`config.mk`:
```
export PLATFORM = sky130hd
export DESIGN_NAME = clkdiv_seq_ctrl
export DESIGN_NICKNAME = d
export VERILOG_FILES = /design/src/rtl/clkdiv_seq_ctrl.sv
export SDC_FILE = /design/constraint.sdc
export NUM_CORES = 1
export LEC_CHECK = 0
export ABC_AREA = 1
export BUFFER_PORTS_ARGS = -buffer_cell sky130_fd_sc_hd__buf_4
export CORE_ASPECT_RATIO = 1.75
export CORE_MARGIN = 2
export CORE_UTILIZATION = 25
export CTS_BUF_LIST = sky130_fd_sc_hd__clkbuf_2 sky130_fd_sc_hd__clkbuf_4 sky130_fd_sc_hd__clkbuf_8
export CTS_CLUSTER_DIAMETER = 200
export DETAILED_ROUTE_END_ITERATION = 12
export GPL_TIMING_DRIVEN = 0
export SLEW_MARGIN = 20
export SYNTH_ARGS = -nofsm -noshare
export SYNTH_HDL_FRONTEND = slang
export SYNTH_SLANG_ARGS = --single-unit
export TNS_END_PERCENT = 50
```
`constraint.sdc`:
```
create_clock -name clk -period 1.7 [get_ports clk]
set_input_delay 0.34 -clock clk [delete_from_list [all_inputs] [get_ports clk]]
set_output_delay 0.34 -clock clk [all_outputs]
set_load 0.05 [all_outputs]
```
`src/rtl/clkdiv_seq_ctrl.sv`:
```
// Sequencer that owns n/enable/reset of the divide-by-N clock generator and reprograms it glitch-safely.
// Optional feature macro: CLKDIV_SEQ_TIMEOUT_EN bounds the DRAIN wait to TIMEOUT_CYCLES and flags a timeout.
module clkdiv_seq_ctrl #(
  parameter logic [7:0]  DEFAULT_N      = 8'd2,
  parameter int unsigned GATE_CYCLES    = 4,
  parameter int unsigned SETTLE_CYCLES  = 16,
  parameter int unsigned TIMEOUT_CYCLES = 1024
) (
  input  logic       clk,
  input  logic       reset,
  input  logic       req_valid,
  input  logic [7:0] req_n,
  output logic       req_ready,
  input  logic       div_clk_in,
  output logic [7:0] div_n,
  output logic       div_enable,
  output logic       div_reset,
  output logic [7:0] cur_n,
  output logic       busy,
  output logic       done,
  output logic       timeout
);

  typedef enum logic [2:0] {
    S_INIT,
    S_IDLE,
    S_DRAIN,
    S_GATE,
    S_LOAD,
    S_SETTLE
  } state_e;

  localparam logic [15:0] GATE_LEN    = 16'(GATE_CYCLES);
  localparam logic [15:0] SETTLE_LEN  = 16'(SETTLE_CYCLES);
  localparam logic [15:0] TIMEOUT_LEN = 16'(TIMEOUT_CYCLES);

  state_e      state_q, state_d;
  logic [15:0] cnt_q, cnt_d;
  logic [7:0]  pend_n_q, pend_n_d;
  logic [7:0]  div_n_q, div_n_d;
  logic [7:0]  cur_n_q, cur_n_d;
  logic        div_enable_q, div_enable_d;
  logic        div_reset_q, div_reset_d;
  logic        busy_q, busy_d;
  logic        req_ready_q, req_ready_d;
  logic        done_q, done_d;
  logic        init_q, init_d;
  logic        sync1_q, fb_s_q;
`ifdef CLKDIV_SEQ_TIMEOUT_EN
  logic        timeout_q, timeout_d;
`endif

  // div_clk_in is asynchronous to clk; only the second stage is ever used.
  always_ff @(posedge clk or posedge reset) begin
    if (reset) begin
      sync1_q <= 1'b0;
      fb_s_q  <= 1'b0;
    end else begin
      sync1_q <= div_clk_in;
      fb_s_q  <= sync1_q;
    end
  end

  always_comb begin
    // NOTE: every _d gets a hold/default value first so no path through the case infers a latch.
    state_d      = state_q;
    cnt_d        = cnt_q;
    pend_n_d     = pend_n_q;
    div_n_d      = div_n_q;
    cur_n_d      = cur_n_q;
    div_enable_d = div_enable_q;
    div_reset_d  = div_reset_q;
    busy_d       = busy_q;
    req_ready_d  = req_ready_q;
    done_d       = 1'b0;
    init_d       = init_q;
`ifdef CLKDIV_SEQ_TIMEOUT_EN
    timeout_d    = timeout_q;
`endif

    unique case (state_q)
      // INIT counts up from the reset value of cnt; every other state counts down from its entry load.
      S_INIT: begin
        div_enable_d = 1'b0;
        div_reset_d  = 1'b1;
        if (cnt_q == GATE_LEN - 16'd1) begin
          state_d      = S_SETTLE;
          cnt_d        = SETTLE_LEN;
          div_reset_d  = 1'b0;
          div_enable_d = 1'b1;
        end else begin
          cnt_d = cnt_q + 16'd1;
        end
      end

      S_IDLE: begin
        busy_d      = 1'b0;
        req_ready_d = 1'b1;
        if (req_valid && req_ready_q) begin
          pend_n_d    = req_n;
          req_ready_d = 1'b0;
          if (req_n == cur_n_q) begin
            done_d = 1'b1;
          end else begin
            busy_d = 1'b1;
            if (cur_n_q < 8'd2) begin
              // Bypass has no divided phase to wait for.
              state_d      = S_GATE;
              cnt_d        = GATE_LEN;
              div_enable_d = 1'b0;
              div_reset_d  = 1'b1;
            end else begin
              state_d = S_DRAIN;
              cnt_d   = TIMEOUT_LEN;
            end
          end
        end
      end

      S_DRAIN: begin
        if (!fb_s_q) begin
          state_d      = S_GATE;
          cnt_d        = GATE_LEN;
          div_enable_d = 1'b0;
          div_reset_d  = 1'b1;
        end
`ifdef CLKDIV_SEQ_TIMEOUT_EN
        else if (cnt_q == 16'd1) begin
          state_d      = S_GATE;
          cnt_d        = GATE_LEN;
          div_enable_d = 1'b0;
          div_reset_d  = 1'b1;
          timeout_d    = 1'b1;
        end else begin
          cnt_d = cnt_q - 16'd1;
        end
`endif
      end

      S_GATE: begin
        if (cnt_q == 16'd1) begin
          // New ratio appears at the divider while it is still held in reset.
          state_d = S_LOAD;
          div_n_d = pend_n_q;
          cur_n_d = pend_n_q;
        end else begin
          cnt_d = cnt_q - 16'd1;
        end
      end

      S_LOAD: begin
        state_d      = S_SETTLE;
        cnt_d        = SETTLE_LEN;
        div_reset_d  = 1'b0;
        div_enable_d = 1'b1;
      end

      S_SETTLE: begin
        if (cnt_q == 16'd1) begin
          state_d     = S_IDLE;
          busy_d      = 1'b0;
          req_ready_d = 1'b1;
          done_d      = !init_q;
          init_d      = 1'b0;
        end else begin
          cnt_d = cnt_q - 16'd1;
        end
      end

      default: state_d = S_INIT;
    endcase
  end

  // NOTE: state registers use non-blocking assignments so every flop samples pre-edge values.
  always_ff @(posedge clk or posedge reset) begin
    if (reset) begin
      state_q      <= S_INIT;
      cnt_q        <= 16'd0;
      pend_n_q     <= DEFAULT_N;
      div_n_q      <= DEFAULT_N;
      cur_n_q      <= DEFAULT_N;
      div_enable_q <= 1'b0;
      div_reset_q  <= 1'b1;
      busy_q       <= 1'b1;
      req_ready_q  <= 1'b0;
      done_q       <= 1'b0;
      init_q       <= 1'b1;
    end else begin
      state_q      <= state_d;
      cnt_q        <= cnt_d;
      pend_n_q     <= pend_n_d;
      div_n_q      <= div_n_d;
      cur_n_q      <= cur_n_d;
      div_enable_q <= div_enable_d;
      div_reset_q  <= div_reset_d;
      busy_q       <= busy_d;
      req_ready_q  <= req_ready_d;
      done_q       <= done_d;
      init_q       <= init_d;
    end
  end

`ifdef CLKDIV_SEQ_TIMEOUT_EN
  always_ff @(posedge clk or posedge reset) begin
    if (reset) timeout_q <= 1'b0;
    else       timeout_q <= timeout_d;
  end
  assign timeout = timeout_q;
`else
  assign timeout = 1'b0;
`endif

  assign req_ready  = req_ready_q;
  assign div_n      = div_n_q;
  assign div_enable = div_enable_q;
  assign div_reset  = div_reset_q;
  assign cur_n      = cur_n_q;
  assign busy       = busy_q;
  assign done       = done_q;

endmodule

```
==> summary.md, run 1 <==
| Metric | Value |
|---|---|
| Final hold vios | 0 |
| Number of vias per cell | 4.60 |
| Clk_lat worst skew | around 310 ps |
| Post-synthesis sequential area ratio | 33.4% |
| Rows | 55 |
| Synthesized flop and latch total | 43 |
| Grt peak-use layer | met2 |
| Nets | 553 |
| Port Buffer Count | 32 |
| Post-route DRC | 0 |
| Die area | between 0.01 and 0.015 mm2 |
| Synth Instances | 478 |
| Average size of a mapped cell | 6.79 um2 |
| Top Ports | 34 |
| Synth Area in Simple Gates | 46.5% |
| Syn nets | between 400 and 500 |
| Fmax | 597 MHz |
| Post-synth ARST share | 100% |
| Core box area | between 0.01 and 0.015 mm2 |
| CTS Sinks | 43 |
| EDFF count, synth | 0 |
| Met1 usage | around an eighth |
| Area grow syn2layout | 29.7% |
| WS Path Type | reg -> reg |
| Die Wd | 90.1 um |
| Worst path arrival time | 1930 ps |
| 1st-iter DRT viols | 165 |
| DP HPWL | 6.77 mm |
| Mapped cell area | between 0.003 and 0.004 mm2 |
| Critical Path Max Stage Delay | about 400 ps |
| Critical Path, Cell by Cell | buf_6 > nor2_4 > nand3_4 > nor2_8 > nand3b_4 > nand3_4 > inv_8 > nand2_8 > clkbuf_16 > nand2_2 > nand2_1 |
| Worst-path clk slew | 90 ps |
| Pwr dens | 437 mW/mm2 |
| Starting Density | 25.3% |
| Setup crit start kind | flip-flop |
| Skew final | approximately 6.4 ps |
| Post-synthesis compound-gate area fraction | approximately 3.5% |
| Initial antenna violation count | 0 |
| Post-route ant nets | 0 |
| H-Tree Level Count | 2 |
| Levels on crit path | 11 |
| Via count | between 3k and 4k |
| Power consumption | 1.84 mW |
| Fin util | 32.9% |
| Distinct cells, synth | 37 |
| Max IR drop VDD | 0.461 mV |
| Overall Global Routing Usage | 13.2% |
| Top_reg_cell synth | dfrtp_1 |
| Die Ht | 155 um |
| Tcrit/Tclk final | 98.6% |
| Drt first pass iters | 5 |
| CTS tree | built |
| Placer Congestion | 0.870 |
| Bufs and invs on worst path | 3 |
| DR WL/cell | 13.0 um |
| Mux cell area share after synthesis | 0% |
| ANT cells | 0 |
| Final Non-Filler Cells | 710 |
| CTS buffer count | 5 |
| Maxcap violations | 0 |
| Min-Delay Path Class | in -> reg |
| Grt total ovfl | 0 |
| Grt met2 use | between 20% and 30% |
| Most frequent CP cell | nand3_4 |
| P_leak | 2.11 nW |
| CP top delay family | simple AND/OR/NAND/NOR gates |
| First-pass GRT wire length | 15.0 mm |
| Critical-path top delay cell | dfrtp_1 |
| Critical Path RT | slightly below 2000 ps |
| Root buf cell | clkbuf_8 |
| Synth Area in XOR/XNOR | roughly 3.2% |
| Worst-path maximum fanout | 8 |
| Share of layout cells above drive strength 1 | 31.5% |
| Placed cell count | 682 |
| Type of destination of the critical path | flip-flop |
| Status | completed |
| Largest net degree at the start of global routing | 33 |
| Hold path cells | 1 |
| Setup-failing EPs final | 0 |
| Met3 Usage GRT | 1.61% |
| Largest family of logic cells by synthesized area | simple AND/OR/NAND/NOR gates |
| Routed WL | slightly above 9 mm |
| CTS max path bufs | 2 |
| Vias in the first global route | 3,260 |
| Worst Reg-to-Reg Cells | 11 |
| RSZ-0062 raised after global routing | yes |
| Final-report max-slew violation count | 0 |
| Post-Synth Adder-Cell Area | 1.16% |
| Synth warn | 0 |
| Min Tclk post-route | 1680 ps |
logic make-up after synthesis:
kind of cell,after synthesis
AO/OA/AOI/OAI,21
buffers and inverters,72
adder cells (fa/ha/maj),3
AND/OR/NAND/NOR,326
other,1
flip-flops,43
XOR/XNOR,12
state kept, by name (all words and copies together) (netlist names):
| register | count |
|---|---|
| done | 1 |
| init_q | 1 |
| sync1_q | 1 |
| div_reset | 1 |
| busy | 1 |
| fb_s_q | 1 |
| cnt_q | 16 |
| state_q | 3 |
| pend_n_q | 8 |
| div_enable | 1 |
| cur_n | 8 |
| req_ready | 1 |
area by class of cell:
class	count	area [um2]
buffer	28	258
clock buffer	6	82.6
clock inverter	2	16.3
fill	1441	8590
inverter	44	173
multi-input combinational	363	1910
sequential	43	1090
tap	171	214
timing repair buffer	53	460
path summary, 6_finish.rpt:
path                             from          end  slack (ps)
max                         cnt_q[13]    cnt_q[12]          20
min                        div_clk_in      sync1_q         130
max reg2reg                 cnt_q[13]    cnt_q[12]          20
min reg2reg                   sync1_q       fb_s_q         350
max in group asynchronous       reset         busy         640
min in group asynchronous       reset  pend_n_q[7]         520
routing by layer:
metal	share of wire, %	routed length (um)
met4	5.6	515
met2	56	5110
met3	4.0	365
met5	0	0
met1	35	3210
per-stage QoR:
step	TNS [ps]	hold WS [ps]	instance area [um2]	setup WS, ps
floorplan	0	331	3240	2.30
global placement	-14410	333	3700	-275
detailed placement	-4140	312	3720	-213
CTS	-12.4	119	3910	-12.4
global route	-599	115	4210	-52.2
finish	0	129	4210	24.0
cell usage in the layout (no fill, tap or decap), types with 2 or more instances in the layout:
cell type,instances
nand2_1,169
nand3_1,60
buf_4,58
inv_1,33
nor2_1,33
dfrtp_1,32
nand2_2,19
nor2_4,14
inv_2,10
buf_6,10
o21ai_0,9
nor2_2,7
xor2_1,7
clkbuf_8,6
dfrtp_2,6
xnor2_1,5
nand2_4,5
nand4_1,5
dfstp_2,5
buf_2,4
o21ai_1,4
nand3_2,3
nand3_4,3
buf_12,3
a21oi_1,3
ha_2,3
clkbuf_4,2
or2_2,2
clkbuf_16,2
synthesized netlist by cell type (4+ instances only):
cell type / number / area share (%)
nand3_1: 63 / 9.7
nor2_1: 44 / 5.1
nand2_2: 16 / 3.1
a21oi_1: 4 / 0.62
dfrtp_1: 38 / 29
buf_2: 9 / 1.4
nand4_1: 5 / 0.96
dfstp_2: 5 / 4.0
o21ai_1: 4 / 0.62
nor2_4: 7 / 2.4
buf_4: 12 / 2.8
xor2_1: 7 / 1.9
inv_1: 37 / 4.3
xnor2_1: 5 / 1.3
buf_6: 6 / 2.1
nand2_1: 176 / 20
o21ai_0: 9 / 1.4
inv_2: 6 / 0.69
worst register-to-register path, stage by stage (launching register included):
cell and delay [ps]:
dfrtp_1 400, buf_6 140, nor2_4 130, nand3_4 100, nor2_8 190, nand3b_4 120
nand3_4 120, inv_8 70, nand2_8 90, clkbuf_16 160, nand2_2 40, nand2_1 50
power by group:
part	leakage, nW	total [mW]	internal (mW)	switching (mW)
logic	1.58	0.0788	0.0330	0.0458
registers	0.484	1.03	1.02	0.000561
clock network	0.0474	0.736	0.332	0.404
repair_timing:
action | in CTS | in global routing
setup buffers | 6 | 11
endpoints found under the setup margin | 30 | 30
hold buffers | 1 | 0
resized for setup | 14 | 47
gates cloned | 0 | 2
pin swaps | 2 | 10
endpoints found under the hold margin | 11 | 0
Note: power is estimated with default switching activity, not from simulation.
==> run 2: changes to the inputs <==
--- a/config.mk
+++ b/config.mk
@@ -8,7 +8,6 @@
 export ABC_AREA = 1
 export BUFFER_PORTS_ARGS = -buffer_cell sky130_fd_sc_hd__buf_4
 export CORE_ASPECT_RATIO = 1.75
-export CORE_MARGIN = 2
 export CORE_UTILIZATION = 25
 export CTS_BUF_LIST = sky130_fd_sc_hd__clkbuf_2 sky130_fd_sc_hd__clkbuf_4 sky130_fd_sc_hd__clkbuf_8
 export CTS_CLUSTER_DIAMETER = 200
==> constraint.sdc (replaced) <==
create_clock -name clk -period 2.05 [get_ports clk]
set_input_delay 0.41 -clock clk [delete_from_list [all_inputs] [get_ports clk]]
set_output_delay 0.41 -clock clk [all_outputs]
set_load 0.05 [all_outputs]
==> run 2 against run 1 <==
Worst setup slack better by 150 ps. Combinational power decreased by 23%. Flip-flop and latch count is the same. Non-clock buffer count down 20. Sequential share of layout area increased by 2.5 points. Highest routed layer unchanged. Maximum frequency fell by 10%. Die area down 3.5%. Clock-buffer cell count is the same. Power fell by 19%. Clock power down 22%. Utilization is 2.6 points lower. Via count down 6.1%.
==> summary.md, run 2 (synthesized netlist as in run 1, its figures left out) <==
| Metric | Value |
|---|---|
| Share of layout cells above drive strength 1 | 22.7% (was 31.5%) |
| First-pass GRT wire length | 13.7 mm (was 15.0 mm) |
| RSZ-0062 raised after global routing | no (was yes) |
| Overall Global Routing Usage | 13.2% (about the same) |
| Skew final | 3.71 ps (was 6.40 ps) |
| Min Tclk post-route | 1870 ps (was 1680 ps) |
| Max reg flops | 16 (unchanged) |
| Final-report max-slew violation count | 0 (unchanged) |
| WL met1 | 3.16 mm (was 3.21 mm) |
| DR WL/cell | 12.4 um (was 13.0 um) |
| Top Ports | 34 (unchanged) |
| Crit path from | cur_n[1] (was cnt_q[13]) |
| Type of destination of the critical path | flip-flop (unchanged) |
| Post-route ant nets | 0 (unchanged) |
| Routed WL | 8.51 mm (was 9.20 mm) |
| Post-CTS Hold Fix Bufs | 0 (was 1) |
| Die Ht | 153 um (was 155 um) |
| Nets | 533 (was 553) |
| Fillers | 1,426 (was 1,441) |
| Placer Congestion | 0.835 (was 0.870) |
| Post-route DRC | 0 (unchanged) |
| Vias in the first global route | 2,992 (was 3,260) |
| Initial antenna violation count | 0 (unchanged) |
| Max IR drop VDD | 0.391 mV (was 0.461 mV) |
| CTS Sinks | 43 (unchanged) |
| Worst-path maximum fanout | 10 (was 8) |
| Pwr dens | 391 mW/mm2 (was 437 mW/mm2) |
| Worst Reg-to-Reg Cells | 10 (was 11) |
| Reg2Reg Setup Slack | 180 ps (was 20 ps) |
| Setup-failing EPs final | 0 (unchanged) |
| Fmax | 534 MHz (was 597 MHz) |
| Top Layer Used | met4 (unchanged) |
| ANT cells | 0 (unchanged) |
| Worst-path clk slew | 90 ps (about the same) |
| Root buf cell | clkbuf_8 (unchanged) |
| Capturing point of the worst reg2reg path | cnt_q[14] (was cnt_q[12]) |
| Status | completed (unchanged) |
| CTS tree | built (unchanged) |
| Maxcap violations | 0 (unchanged) |
| Starting Density | 25.8% (was 25.3%) |
| Largest net degree at the start of global routing | 34 (was 33) |
| Final hold vios | 0 (unchanged) |
| CTS max path bufs | 2 (unchanged) |
| Critical Path RT | 2260 ps (was 1960 ps) |
| Die Wd | 88.1 um (was 90.1 um) |
| DP HPWL | 6.59 mm (was 6.77 mm) |
| Min-Delay Path Class | in -> async (was in -> reg) |
| WS Path Type | reg -> reg (unchanged) |
| Setup crit start kind | flip-flop (unchanged) |
| FF-to-FF Start | cur_n[1] (was cnt_q[13]) |
| Met3 WL | 346 um (was 365 um) |
| Clk_lat worst skew | 310 ps (about the same) |
| Fin Setup TNS | 0 ps (unchanged) |
| Tcrit/Tclk final | 91.3% (was 98.6%) |
| Worst path arrival time | 2080 ps (was 1930 ps) |
| Drt first pass iters | 4 (was 5) |
| Area grow syn2layout | 17.3% (was 29.7%) |
| Fin util | 30.3% (was 32.9%) |
| CTS buffer count | 5 (unchanged) |
| Core box area | 0.0126 mm2 (was 0.0128 mm2) |
| Cells resized by post-CTS repair | 0 (was 14) |
| Biggest register | cnt_q (unchanged) |
| P_leak | 1.97 nW (was 2.11 nW) |
| Grt total ovfl | 0 (unchanged) |
| Wire length on met2 | 4.60 mm (was 5.11 mm) |
| Setup crit end | cnt_q[14] (was cnt_q[12]) |
| Die area | 0.0135 mm2 (was 0.0139 mm2) |
| Post-CTS Setup Inserts | 0 (was 6) |
| Most frequent cells in the layout | 176 x nand2_1, 63 x nand3_1, 44 x buf_4 (was 169 x nand2_1, 60 x nand3_1, 58 x buf_4) |
| Via count | 3,067 (was 3,265) |
| Port Buffer Count | 32 (unchanged) |
| 1st-iter DRT viols | 129 (was 165) |
| H-Tree Level Count | 2 (unchanged) |
| Most common cell after layout, fill and taps aside | nand2_1 (unchanged) |
| Rows | 54 (was 55) |
| Number of vias per cell | 4.46 (was 4.60) |
[run 2: cell type report]
type / instances / area (um2) / share of cell area, %
tap: 168 / 210 / 5.52
clock inverter: 2 / 12.5 / 0.329
buffer: 28 / 223 / 5.85
inverter: 44 / 168 / 4.41
sequential: 43 / 1080 / 28.4
multi-input combinational: 363 / 1770 / 46.6
timing repair buffer: 33 / 260 / 6.84
clock buffer: 6 / 76.3 / 2.01
[run 2: per-layer routing]
metal,GRT usage [%],up-vias
met5,0,-
met4,7.91,0
met3,2.11,26
met2,25.0,86
met1,12.7,1406
li1,-,1549
[run 2: worst min-delay path by stage]
stage | to | slack [ps] | cells after the start
after global placement | fb_s_q | 330 | 0
after global routing | cnt_q[6] | 30 | 2
after CTS | cnt_q[14] | 20 | 2
after floorplan | fb_s_q | 330 | 0
after detailed placement | fb_s_q | 340 | 0
final | cur_n[0] | 20 | 2
[run 2: critical path, stage by stage, from the launching register on]
cell and delay (ps):
dfstp_2 600, nand2_1 60, nand2_1 60, nand2_1 60, nor2_2 180, nand2_1 130, nand2_1 100, nand2_2 140
buf_2 250, nand3_1 110, nand2_1 60
[run 2: power by group]
| group | switching (mW) | total, mW | internal, mW | leakage, nW |
|---|---|---|---|---|
| Combinational | 0.0350 | 0.0605 | 0.0255 | 1.44 |
| Clock | 0.325 | 0.577 | 0.252 | 0.0446 |
| Sequential | 0.000469 | 0.850 | 0.850 | 0.490 |
[run 2: metrics by stage]
stage          cell area [um2]  std cells  hold WS [ps]  worst slack [ps]  power [mW]
4_1_cts                   3800        687          20.4               117        1.51
6_report                  3810        687          20.9               178        1.49
3_3_place_gp              3690        678           332              10.3       0.923
3_5_place_dp              3710        679           341               133       0.929
2_1_floorplan             3240        478           331               352       0.897
5_1_grt                   3810        687          30.0              32.6        1.54
==> run 3: changes to the inputs <==
--- a/config.mk
+++ b/config.mk
@@ -13,6 +13,7 @@
 export CTS_CLUSTER_DIAMETER = 200
 export DETAILED_ROUTE_END_ITERATION = 12
 export GPL_TIMING_DRIVEN = 0
+export MAX_ROUTING_LAYER = met4
 export SLEW_MARGIN = 20
 export SYNTH_ARGS = -nofsm -noshare
 export SYNTH_HDL_FRONTEND = slang
==> run 3 against run 2 <==
First-iteration DRC count is 18% lower. Utilization hardly changed. Wire length is 0.67% higher. Final cell count stayed put. Via count is 0.78% higher. Critical path type unchanged.
==> summary.md, run 3 (synthesized netlist as in run 1, its figures left out) <==
| Metric | Value |
|---|---|
| Critical Path, Cell by Cell | nand2_1 > nand2_1 > nand2_1 > nor2_1 > nand2_1 > nand2_1 > nand2_2 > buf_2 > nand3_1 > nand2_1 (was nand2_1 > nand2_1 > nand2_1 > nor2_2 > nand2_1 > nand2_1 > nand2_2 > buf_2 > nand3_1 > nand2_1) |
| DP HPWL | 6.61 mm (was 6.59 mm) |
| Top Ports | 34 (unchanged) |
| Fin Setup TNS | 0 ps (unchanged) |
| Largest net degree at the start of global routing | 34 (unchanged) |
| Most common cell after layout, fill and taps aside | nand2_1 (unchanged) |
| Post-CTS Setup Inserts | 0 (unchanged) |
| Core box area | 0.0126 mm2 (unchanged) |
| Initial antenna violation count | 0 (unchanged) |
| Fillers | 1,435 (was 1,426) |
| Most frequent CP cell | nand2_1 (unchanged) |
| Cells resized by post-CTS repair | 0 (unchanged) |
| WS Path Type | reg -> reg (unchanged) |
| Type of destination of the critical path | flip-flop (unchanged) |
| Overall Global Routing Usage | 13.9% (was 13.2%) |
| Post-route DRC | 0 (unchanged) |
| Port Buffer Count | 32 (unchanged) |
| Min Tclk post-route | 1880 ps (was 1870 ps) |
| CTS buffer count | 5 (unchanged) |
| Die Wd | 88.1 um (unchanged) |
| 1st-iter DRT viols | 106 (was 129) |
| Worst-path maximum fanout | 10 (unchanged) |
| Critical Path Max Stage Delay | 590 ps (was 600 ps) |
| Root buf cell | clkbuf_8 (unchanged) |
| Fin util | 30.3% (about the same) |
| Status | completed (unchanged) |
| Fmax | 532 MHz (was 534 MHz) |
| Tcrit/Tclk final | 91.7% (was 91.3%) |
| Pwr dens | 389 mW/mm2 (was 391 mW/mm2) |
| P_leak | 1.97 nW (about the same) |
| Skew final | 8.77 ps (was 3.71 ps) |
| Worst path arrival time | 2090 ps (was 2080 ps) |
| Maxcap violations | 0 (unchanged) |
| CP top delay family | simple AND/OR/NAND/NOR gates (unchanged) |
| Critical Path RT | 2260 ps (about the same) |
| CTS max path bufs | 2 (unchanged) |
| FF-to-FF Start | cur_n[1] (unchanged) |
| H-Tree Level Count | 2 (unchanged) |
| Biggest register | cnt_q (unchanged) |
| Routed WL | 8.56 mm (was 8.51 mm) |
| Bufs and invs on worst path | 1 (unchanged) |
| Final-report max-slew violation count | 0 (unchanged) |
| Area grow syn2layout | 17.2% (was 17.3%) |
| Starting Density | 25.8% (unchanged) |
| Die Ht | 153 um (unchanged) |
| Placed cell count | 679 (unchanged) |
| Number of vias per cell | 4.50 (was 4.46) |
| Grt total ovfl | 0 (unchanged) |
| Via count | 3,091 (was 3,067) |
| Min-Delay Path Class | in -> async (unchanged) |
| Die area | 0.0135 mm2 (unchanged) |
| Rows | 54 (unchanged) |
| DR WL/cell | 12.5 um (was 12.4 um) |
| Final Non-Filler Cells | 687 (unchanged) |
| Clk_lat worst skew | 310 ps (about the same) |
| CTS Sinks | 43 (unchanged) |
| Max IR drop VDD | 0.385 mV (was 0.391 mV) |
| ANT cells | 0 (unchanged) |
| Crit path from | cur_n[1] (unchanged) |
| Drt first pass iters | 4 (unchanged) |
| Post-route ant nets | 0 (unchanged) |
| Most frequent cells in the layout | 176 x nand2_1, 63 x nand3_1, 44 x nor2_1, 44 x buf_4, 38 x dfrtp_1 (was 176 x nand2_1, 63 x nand3_1, 44 x buf_4) |
| Setup-failing EPs final | 0 (unchanged) |
| Final hold vios | 0 (unchanged) |
| Vias in the first global route | 3,089 (was 2,992) |
| Share of layout cells above drive strength 1 | 22.5% (was 22.7%) |
| First-pass GRT wire length | 14.2 mm (was 13.7 mm) |
| Nets | 533 (unchanged) |
| RSZ-0062 raised after global routing | no (unchanged) |
| CTS tree | built (unchanged) |
| Setup slack after layout | 170 ps (was 178 ps) |
| Placer Congestion | 0.855 (was 0.835) |
| Max reg flops | 16 (unchanged) |
| Pre-CTS setup slack | 159 ps (was 133 ps) |
| Critical-path top delay cell | dfstp_2 (unchanged) |
| Setup crit start kind | flip-flop (unchanged) |
| Post-CTS Hold Fix Bufs | 0 (unchanged) |
| Reg2Reg Setup Slack | 170 ps (was 180 ps) |
| Worst-path clk slew | 90 ps (about the same) |
run 3: cell types whose count changed in the layout (fill, tap and decap cells not counted):
cell    change
nor2_1      +1
nor2_2      -1
run 3: cell type report:
class	instances	area, um2	area share (%)
multi-input combinational	363	1770	46.6
inverter	44	168	4.41
buffer	28	223	5.86
timing repair buffer	33	260	6.84
clock inverter	2	12.5	0.329
sequential	43	1080	28.5
clock buffer	6	76.3	2.01
tap	168	210	5.53
run 3: power by group:
group | total [mW] | switching (mW) | internal, mW
Combinational | 0.0604 | 0.0350 | 0.0254
Clock | 0.567 | 0.316 | 0.252
Sequential | 0.850 | 0.000387 | 0.850
run 3: path summary, 6_finish.rpt:
| path | end | cells past startpoint |
|---|---|---|
| setup / recovery | cnt_q[14] | 10 |
| hold / removal | cnt_q[14] | 2 |
| setup reg to reg | cnt_q[14] | 10 |
| hold reg to reg | fb_s_q | 0 |
| max in group asynchronous | busy | 3 |
| min in group clk | sync1_q | 1 |
run 3: per-layer routing:
layer / up-vias / part of all wire, % / global-route usage, % / wire length (um)
li1: 1555 / - / - / -
met1: 1445 / 37 / 12.8 / 3180
met2: 75 / 57 / 26.7 / 4840
met3: 16 / 3.6 / 2.00 / 312
met4: 0 / 2.7 / 6.45 / 227
met5: - / 0 / - / 0
run 3: per-stage QoR:
step | total power [mW] | area [um2] | hold slack, ps
2_1_floorplan | 0.897 | 3240 | 331
4_1_cts | 1.49 | 3800 | 23.7
6_report | 1.48 | 3800 | 16.1
5_1_grt | 1.53 | 3800 | 32.7
3_5_place_dp | 0.929 | 3710 | 336
3_3_place_gp | 0.923 | 3690 | 332
